$ cat src/rtl/alu_share_arbiter.sv
// alu_share_arbiter: round-robin sharing of one stage ALU among requesters.
// One op in flight at a time; a watchdog forces an error response.
module alu_share_arbiter #(
    parameter int NUM_REQ    = 4,
    parameter int ACTION_LEN = 25,
    parameter int DATA_WIDTH = 48,
    parameter int TIMEOUT    = 8,
    parameter int ID_W       = $clog2(NUM_REQ)
) (
    input  logic                          clk,
    input  logic                          rst_n,
    input  logic [NUM_REQ-1:0]            req_valid,
    output logic [NUM_REQ-1:0]            req_ready,
    input  logic [NUM_REQ*ACTION_LEN-1:0] req_action,
    input  logic [NUM_REQ*DATA_WIDTH-1:0] req_op1,
    input  logic [NUM_REQ*DATA_WIDTH-1:0] req_op2,
    output logic [ACTION_LEN-1:0]         alu_action,
    output logic                          alu_action_valid,
    output logic [DATA_WIDTH-1:0]         alu_operand_1,
    output logic [DATA_WIDTH-1:0]         alu_operand_2,
    input  logic [DATA_WIDTH-1:0]         alu_result,
    input  logic                          alu_result_valid,
    output logic                          rsp_valid,
    output logic [ID_W-1:0]               rsp_id,
    output logic [DATA_WIDTH-1:0]         rsp_data,
    output logic                          rsp_err,
    output logic                          busy,
    output logic [7:0]                    drop_cnt
);

    localparam int TW  = $clog2(TIMEOUT) + 1;
    localparam int IW1 = ID_W + 1;
    localparam logic [TW-1:0] TMAX = TW'(TIMEOUT - 1);

    typedef enum logic [1:0] {
        S_IDLE,
        S_ISSUE,
        S_WAIT,
        S_RESP
    } state_t;

    state_t          r_state;
    state_t          w_next;
    logic [ID_W-1:0] r_ptr;
    logic [ID_W-1:0] r_id;
    logic [ID_W-1:0] w_win;
    logic [IW1-1:0]  w_idx;
    logic            w_found;
    logic            w_grant;
    logic            w_done;
    logic [TW-1:0]   r_timer;

    // Find first valid requester at or above r_ptr, wrapping around.
    always_comb begin
        w_found = 1'b0;
        w_win   = '0;
        w_idx   = '0;
        for (int k = 0; k < NUM_REQ; k++) begin
            w_idx = IW1'(r_ptr) + IW1'(k);
            if (w_idx >= IW1'(NUM_REQ))
                w_idx = w_idx - IW1'(NUM_REQ);
            if (!w_found && req_valid[w_idx[ID_W-1:0]]) begin
                w_found = 1'b1;
                w_win   = w_idx[ID_W-1:0];
            end
        end
    end

    assign w_grant   = (r_state == S_IDLE) && w_found;
    assign req_ready = w_grant ? (NUM_REQ'(1) << w_win) : '0;
    assign w_done    = (r_state == S_WAIT) && (w_next == S_RESP);
    assign busy      = (r_state != S_IDLE);

    // Next-state logic; a result beats a simultaneous timeout.
    always_comb begin
        w_next = r_state;
        unique case (r_state)
            S_IDLE:  if (w_found) w_next = S_ISSUE;
            S_ISSUE: w_next = S_WAIT;
            S_WAIT:  if (alu_result_valid || r_timer == TMAX)
                         w_next = S_RESP;
            S_RESP:  w_next = S_IDLE;
            default: w_next = S_IDLE;
        endcase
    end

    // State register.
    always_ff @(posedge clk or negedge rst_n) begin
        if (!rst_n) r_state <= S_IDLE;
        else        r_state <= w_next;
    end

    // Latch the winner's payload and advance the round-robin pointer.
    always_ff @(posedge clk or negedge rst_n) begin
        if (!rst_n) begin
            alu_action       <= '0;
            alu_operand_1    <= '0;
            alu_operand_2    <= '0;
            alu_action_valid <= 1'b0;
            r_id             <= '0;
            r_ptr            <= '0;
        end else begin
            alu_action_valid <= w_grant;
            if (w_grant) begin
                alu_action    <= req_action[int'(w_win)*ACTION_LEN +: ACTION_LEN];
                alu_operand_1 <= req_op1[int'(w_win)*DATA_WIDTH +: DATA_WIDTH];
                alu_operand_2 <= req_op2[int'(w_win)*DATA_WIDTH +: DATA_WIDTH];
                r_id          <= w_win;
                if (w_win == ID_W'(NUM_REQ - 1)) r_ptr <= '0;
                else                             r_ptr <= w_win + 1'b1;
            end
        end
    end

    // Watchdog timer, cleared on issue and counting while waiting.
    always_ff @(posedge clk or negedge rst_n) begin
        if (!rst_n)
            r_timer <= '0;
        else if (r_state == S_ISSUE)
            r_timer <= '0;
        else if (r_state == S_WAIT && !alu_result_valid && r_timer != TMAX)
            r_timer <= r_timer + 1'b1;
    end

    // Response register: one-cycle pulse, data zeroed on timeout.
    always_ff @(posedge clk or negedge rst_n) begin
        if (!rst_n) begin
            rsp_valid <= 1'b0;
            rsp_id    <= '0;
            rsp_data  <= '0;
            rsp_err   <= 1'b0;
        end else begin
            rsp_valid <= w_done;
            if (w_done) begin
                rsp_id   <= r_id;
                rsp_data <= alu_result_valid ? alu_result : '0;
                rsp_err  <= !alu_result_valid;
            end
        end
    end

    // Count results that arrive when nobody is waiting for them.
    always_ff @(posedge clk or negedge rst_n) begin
        if (!rst_n)
            drop_cnt <= '0;
        else if (alu_result_valid && r_state != S_WAIT && drop_cnt != 8'hFF)
            drop_cnt <= drop_cnt + 8'd1;
    end

endmodule

$ cat config.mk
export PLATFORM = sky130hd
export DESIGN_NAME = alu_share_arbiter
export DESIGN_NICKNAME = d
export VERILOG_FILES = /design/src/rtl/alu_share_arbiter.sv
export SDC_FILE = /design/constraint.sdc
export NUM_CORES = 1
export LEC_CHECK = 0
export BUFFER_PORTS_ARGS = -buffer_cell sky130_fd_sc_hd__buf_4
export CELL_PAD_IN_SITES_DETAIL_PLACEMENT = 1
export CELL_PAD_IN_SITES_GLOBAL_PLACEMENT = 1
export CORE_AREA = 2 2 283 285
export DETAILED_ROUTE_END_ITERATION = 16
export DIE_AREA = 0 0 285 287
export MAX_ROUTING_LAYER = met4
export PLACE_DENSITY_LB_ADDON = 0.1
export SYNTH_ARGS = -nofsm -noshare
export SYNTH_HDL_FRONTEND = slang
export SYNTH_SLANG_ARGS = --single-unit
$ cat constraint.sdc
create_clock -name clk -period 2.26 [get_ports clk]
set_input_delay 0.226 -clock clk [delete_from_list [all_inputs] [get_ports clk]]
set_output_delay 0.226 -clock clk [all_outputs]
set_load 0.01 [all_outputs]
==> flow_metrics.env <==
export IMPL_status="complete, but fails checks"
export IMPL_violations="setup timing"
export IMPL_cts_buffers=17
export IMPL_clockBufferDepth=2
export IMPL_antenna_left=0
export IMPL_die_w_um=285
export IMPL_rsz0062_at_grt="true"
export IMPL_rows=103
export IMPL_gr_usage_all_layers=0.1867
export IMPL_htreeDepth=4
export IMPL_worstPathArrival_ps=2130
export IMPL_routabilityCongestion=0.7931
export IMPL_whs_path_depth=3
export IMPL_power_static_leakage_nw=9.750
export IMPL_max_cap_viol_count=0
export IMPL_fmax_mhz=424.5
export IMPL_cp_end_kind="output pin"
export IMPL_synth_edff_count=0
export IMPL_synth_cells=1316
export IMPL_numPortBuffers=725
export IMPL_grt_ovfl_total=0
export IMPL_critical_path_class="flip-flop to output pin"
export IMPL_yosysUniqueCellTypes=39
export IMPL_drive_gt1_frac=0.4299
export IMPL_grt_max_degree=129
export IMPL_reg2reg_depth=9
export IMPL_ir_drop_uv=933.0
export IMPL_hold_class="input pin to flip-flop"
export IMPL_routedWlPerCell_um=24.91
export IMPL_place_area_sq_um=19220
export IMPL_fp_dieH_um=287
export IMPL_synth_fp_nets=1865
export IMPL_initial_core_util=0.1564
export IMPL_placeableCoreArea_sq_um=78610
export IMPL_vias_per_cell=4.495
export IMPL_ys_flop_type="dfrtp_1"
export IMPL_first_iter_violations=467
export IMPL_antenna_found_initial=8
export IMPL_nets=2604
export IMPL_p_per_area_nw_per_um2=1122
export IMPL_synth_async_reset_ratio=1.000
export IMPL_post_route_min_period_ps=2355
export IMPL_ys_seq_area_frac=0.3907
export IMPL_cts_tree="yes"
export IMPL_synth_yosys_warnings=0
export IMPL_fin_ws_ps=-95.50
export IMPL_boundaryPins=726
export IMPL_worst_clock_skew_ps=27.16
export IMPL_finalHoldViolations=0
export IMPL_critPathMaxFanout=4
export IMPL_wirelength_um=77860
export IMPL_cp_start_kind="flip-flop"
export IMPL_avgSynthCellArea_sq_um=9.345
export IMPL_r2r_setup_slack_ps=50
export IMPL_num_vias=14050
export IMPL_worst_slew_pin_transition_ps=822.3
export IMPL_clk_latency_ps=500
export IMPL_dp_final_hpwl_um=55300
export IMPL_root_buffer="clkbuf_16"
export IMPL_synth_top_area_cell="dfrtp_1"
export IMPL_setup_violations_final=4
export IMPL_required_ps=2030
export IMPL_final_max_slew_viol_count=0
export IMPL_relSlewSlack=0.4518
export IMPL_first_global_vias=15340
export IMPL_firstDrtPassIters=5
export IMPL_hold_ws_ps=51.61
export IMPL_grt_pass1_wl_um=109800
export IMPL_ys_ff_latch=192
export IMPL_path_clk_slew_ps=100
export IMPL_syn_to_final_growth_pct=72.08
export IMPL_numClockSinks=192
export IMPL_syn_area_sq_um=12300
export IMPL_remaining_drc_errors=0
export IMPL_synthTopCellsByArea="dfrtp_1 39%, mux2i_1 14%, a211o_1 8.2%, o211ai_1 7.4%, o31ai_1 7.4%"
export IMPL_fin_area_sq_um=21160
export IMPL_dieArea_sq_um=81800
export IMPL_synth_top_cell_area_share=0.3907
export IMPL_min_period_over_period=1.042
power breakdown:
| group | switching, mW | internal [mW] | total (mW) |
|---|---|---|---|
| Combinational | 7.91 | 6.47 | 14.4 |
| Sequential | 0.957 | 5.03 | 5.99 |
| Clock | 1.86 | 1.51 | 3.37 |
layer usage:
layer / global-route usage / part of all wire
met5: - / 0
met4: 0.03246 / 0.013
met3: 0.04563 / 0.056
met2: 0.3283 / 0.52
met1: 0.2175 / 0.41
kinds of logic (layout without fill, tap and decap cells):
kind of cell	Yosys count	in the layout	synth area share
AOI/OAI and AO/OA	376	376	0.2407
xor gates and xnor gates	10	10	0.007121
other	0	8	0
buffers and inverters	212	964	0.07437
DFF	192	192	0.3907
adders and majority gates	10	10	0.01017
muxes	174	174	0.1420
and+or+nand+nor	342	342	0.1349
state kept, by name (all words and copies together), names as in the netlist:
name / cells
rsp_err: 1
alu_action_valid: 1
rsp_valid: 1
alu_action: 25
r_id: 2
rsp_data: 48
alu_operand_1: 48
r_ptr: 2
drop_cnt: 8
r_state: 2
r_timer: 4
alu_operand_2: 48
rsp_id: 2
cells in the final DEF (no fill, tap or decap), drive strengths merged, types with 3 or more instances in the layout:
cell type / n
a211o: 115
a21o: 8
a21oi: 4
a31oi: 3
and2: 4
buf: 801
clkbuf: 20
clkinv: 7
dfrtp: 192
diode: 8
dlygate4sd3: 72
ha: 10
inv: 61
mux2: 4
mux2i: 170
nand2: 185
nand2b: 3
nand3: 6
nand4: 124
nor2: 10
o211ai: 121
o31ai: 121
xnor2: 6
xor2: 4
worst paths after layout:
path	startpoint	end
setup / recovery	r_ptr[1]	req_ready[0]
hold / removal	req_op2[121]	alu_operand_2[25]
setup reg to reg	r_ptr[1]	alu_operand_1[21]
hold reg to reg	r_id[0]	r_id[0]
max in group asynchronous	rst_n	alu_operand_1[21]
min in group asynchronous	rst_n	rsp_data[23]
synth_stat cells, types with 2 or more instances:
master    number
nor2b_1        2
a21oi_1        3
nand2_1      185
clkbuf_1      93
buf_1          4
a21o_1         8
o31ai_1      121
inv_1         54
buf_4         13
a31oi_1        3
o211ai_1     121
nand2b_1       3
dfrtp_1      192
mux2i_1      170
a211o_1      115
mux2_2         4
buf_2         44
and3_1         2
nor4_1         2
nand3_1        6
nor2_1         9
ha_1          10
nand4_1      124
xor2_1         4
and2_1         4
xnor2_1        6
buf_6          2
critical path, cell delays in order, from the launching register on:
cell,delay (ps)
dfrtp_1,430
nor2b_4,160
o21a_4,220
nor3_4,200
bufinv_8,240
ha_4,150
and2_4,130
buf_6,120
stage by stage:
stage,cells,util,power (mW),worst slack (ps),setup TNS [ps]
6_report,3126,0.2692,23.74,-95.50,-311.2
3_3_place_gp,2993,0.2445,19.61,55.80,0
4_1_cts,3107,0.2643,23.73,-129.4,-650.0
5_1_grt,3126,0.2692,25.45,-187.0,-817.1
3_5_place_dp,2993,0.2445,19.80,-17.61,-27.37
2_1_floorplan,1316,-,12.81,275.3,0
cell type report:
| cell class | count | area [sq um] |
|---|---|---|
| flip-flops and latches | 192 | 4805 |
| fillers | 9110 | 57450 |
| multi-input cells | 912 | 6890 |
| clock buffers | 17 | 425.4 |
| clock inverters | 15 | 183.9 |
| well taps | 1050 | 1314 |
| repair buffers | 876 | 7301 |
| inverters | 56 | 224.0 |
| diodes | 8 | 20.02 |
timing repair:
item / CTS / global route
setup endpoints to repair: 14 / 52
gates resized for setup: 36 / 39
pin swaps: 3 / 5
hold buffers: 72 / 0
buffers inserted: 10 / 7
hold endpoints to repair: 100 / 0
cloned: 0 / 4
Power figures use the tool's default switching activity.
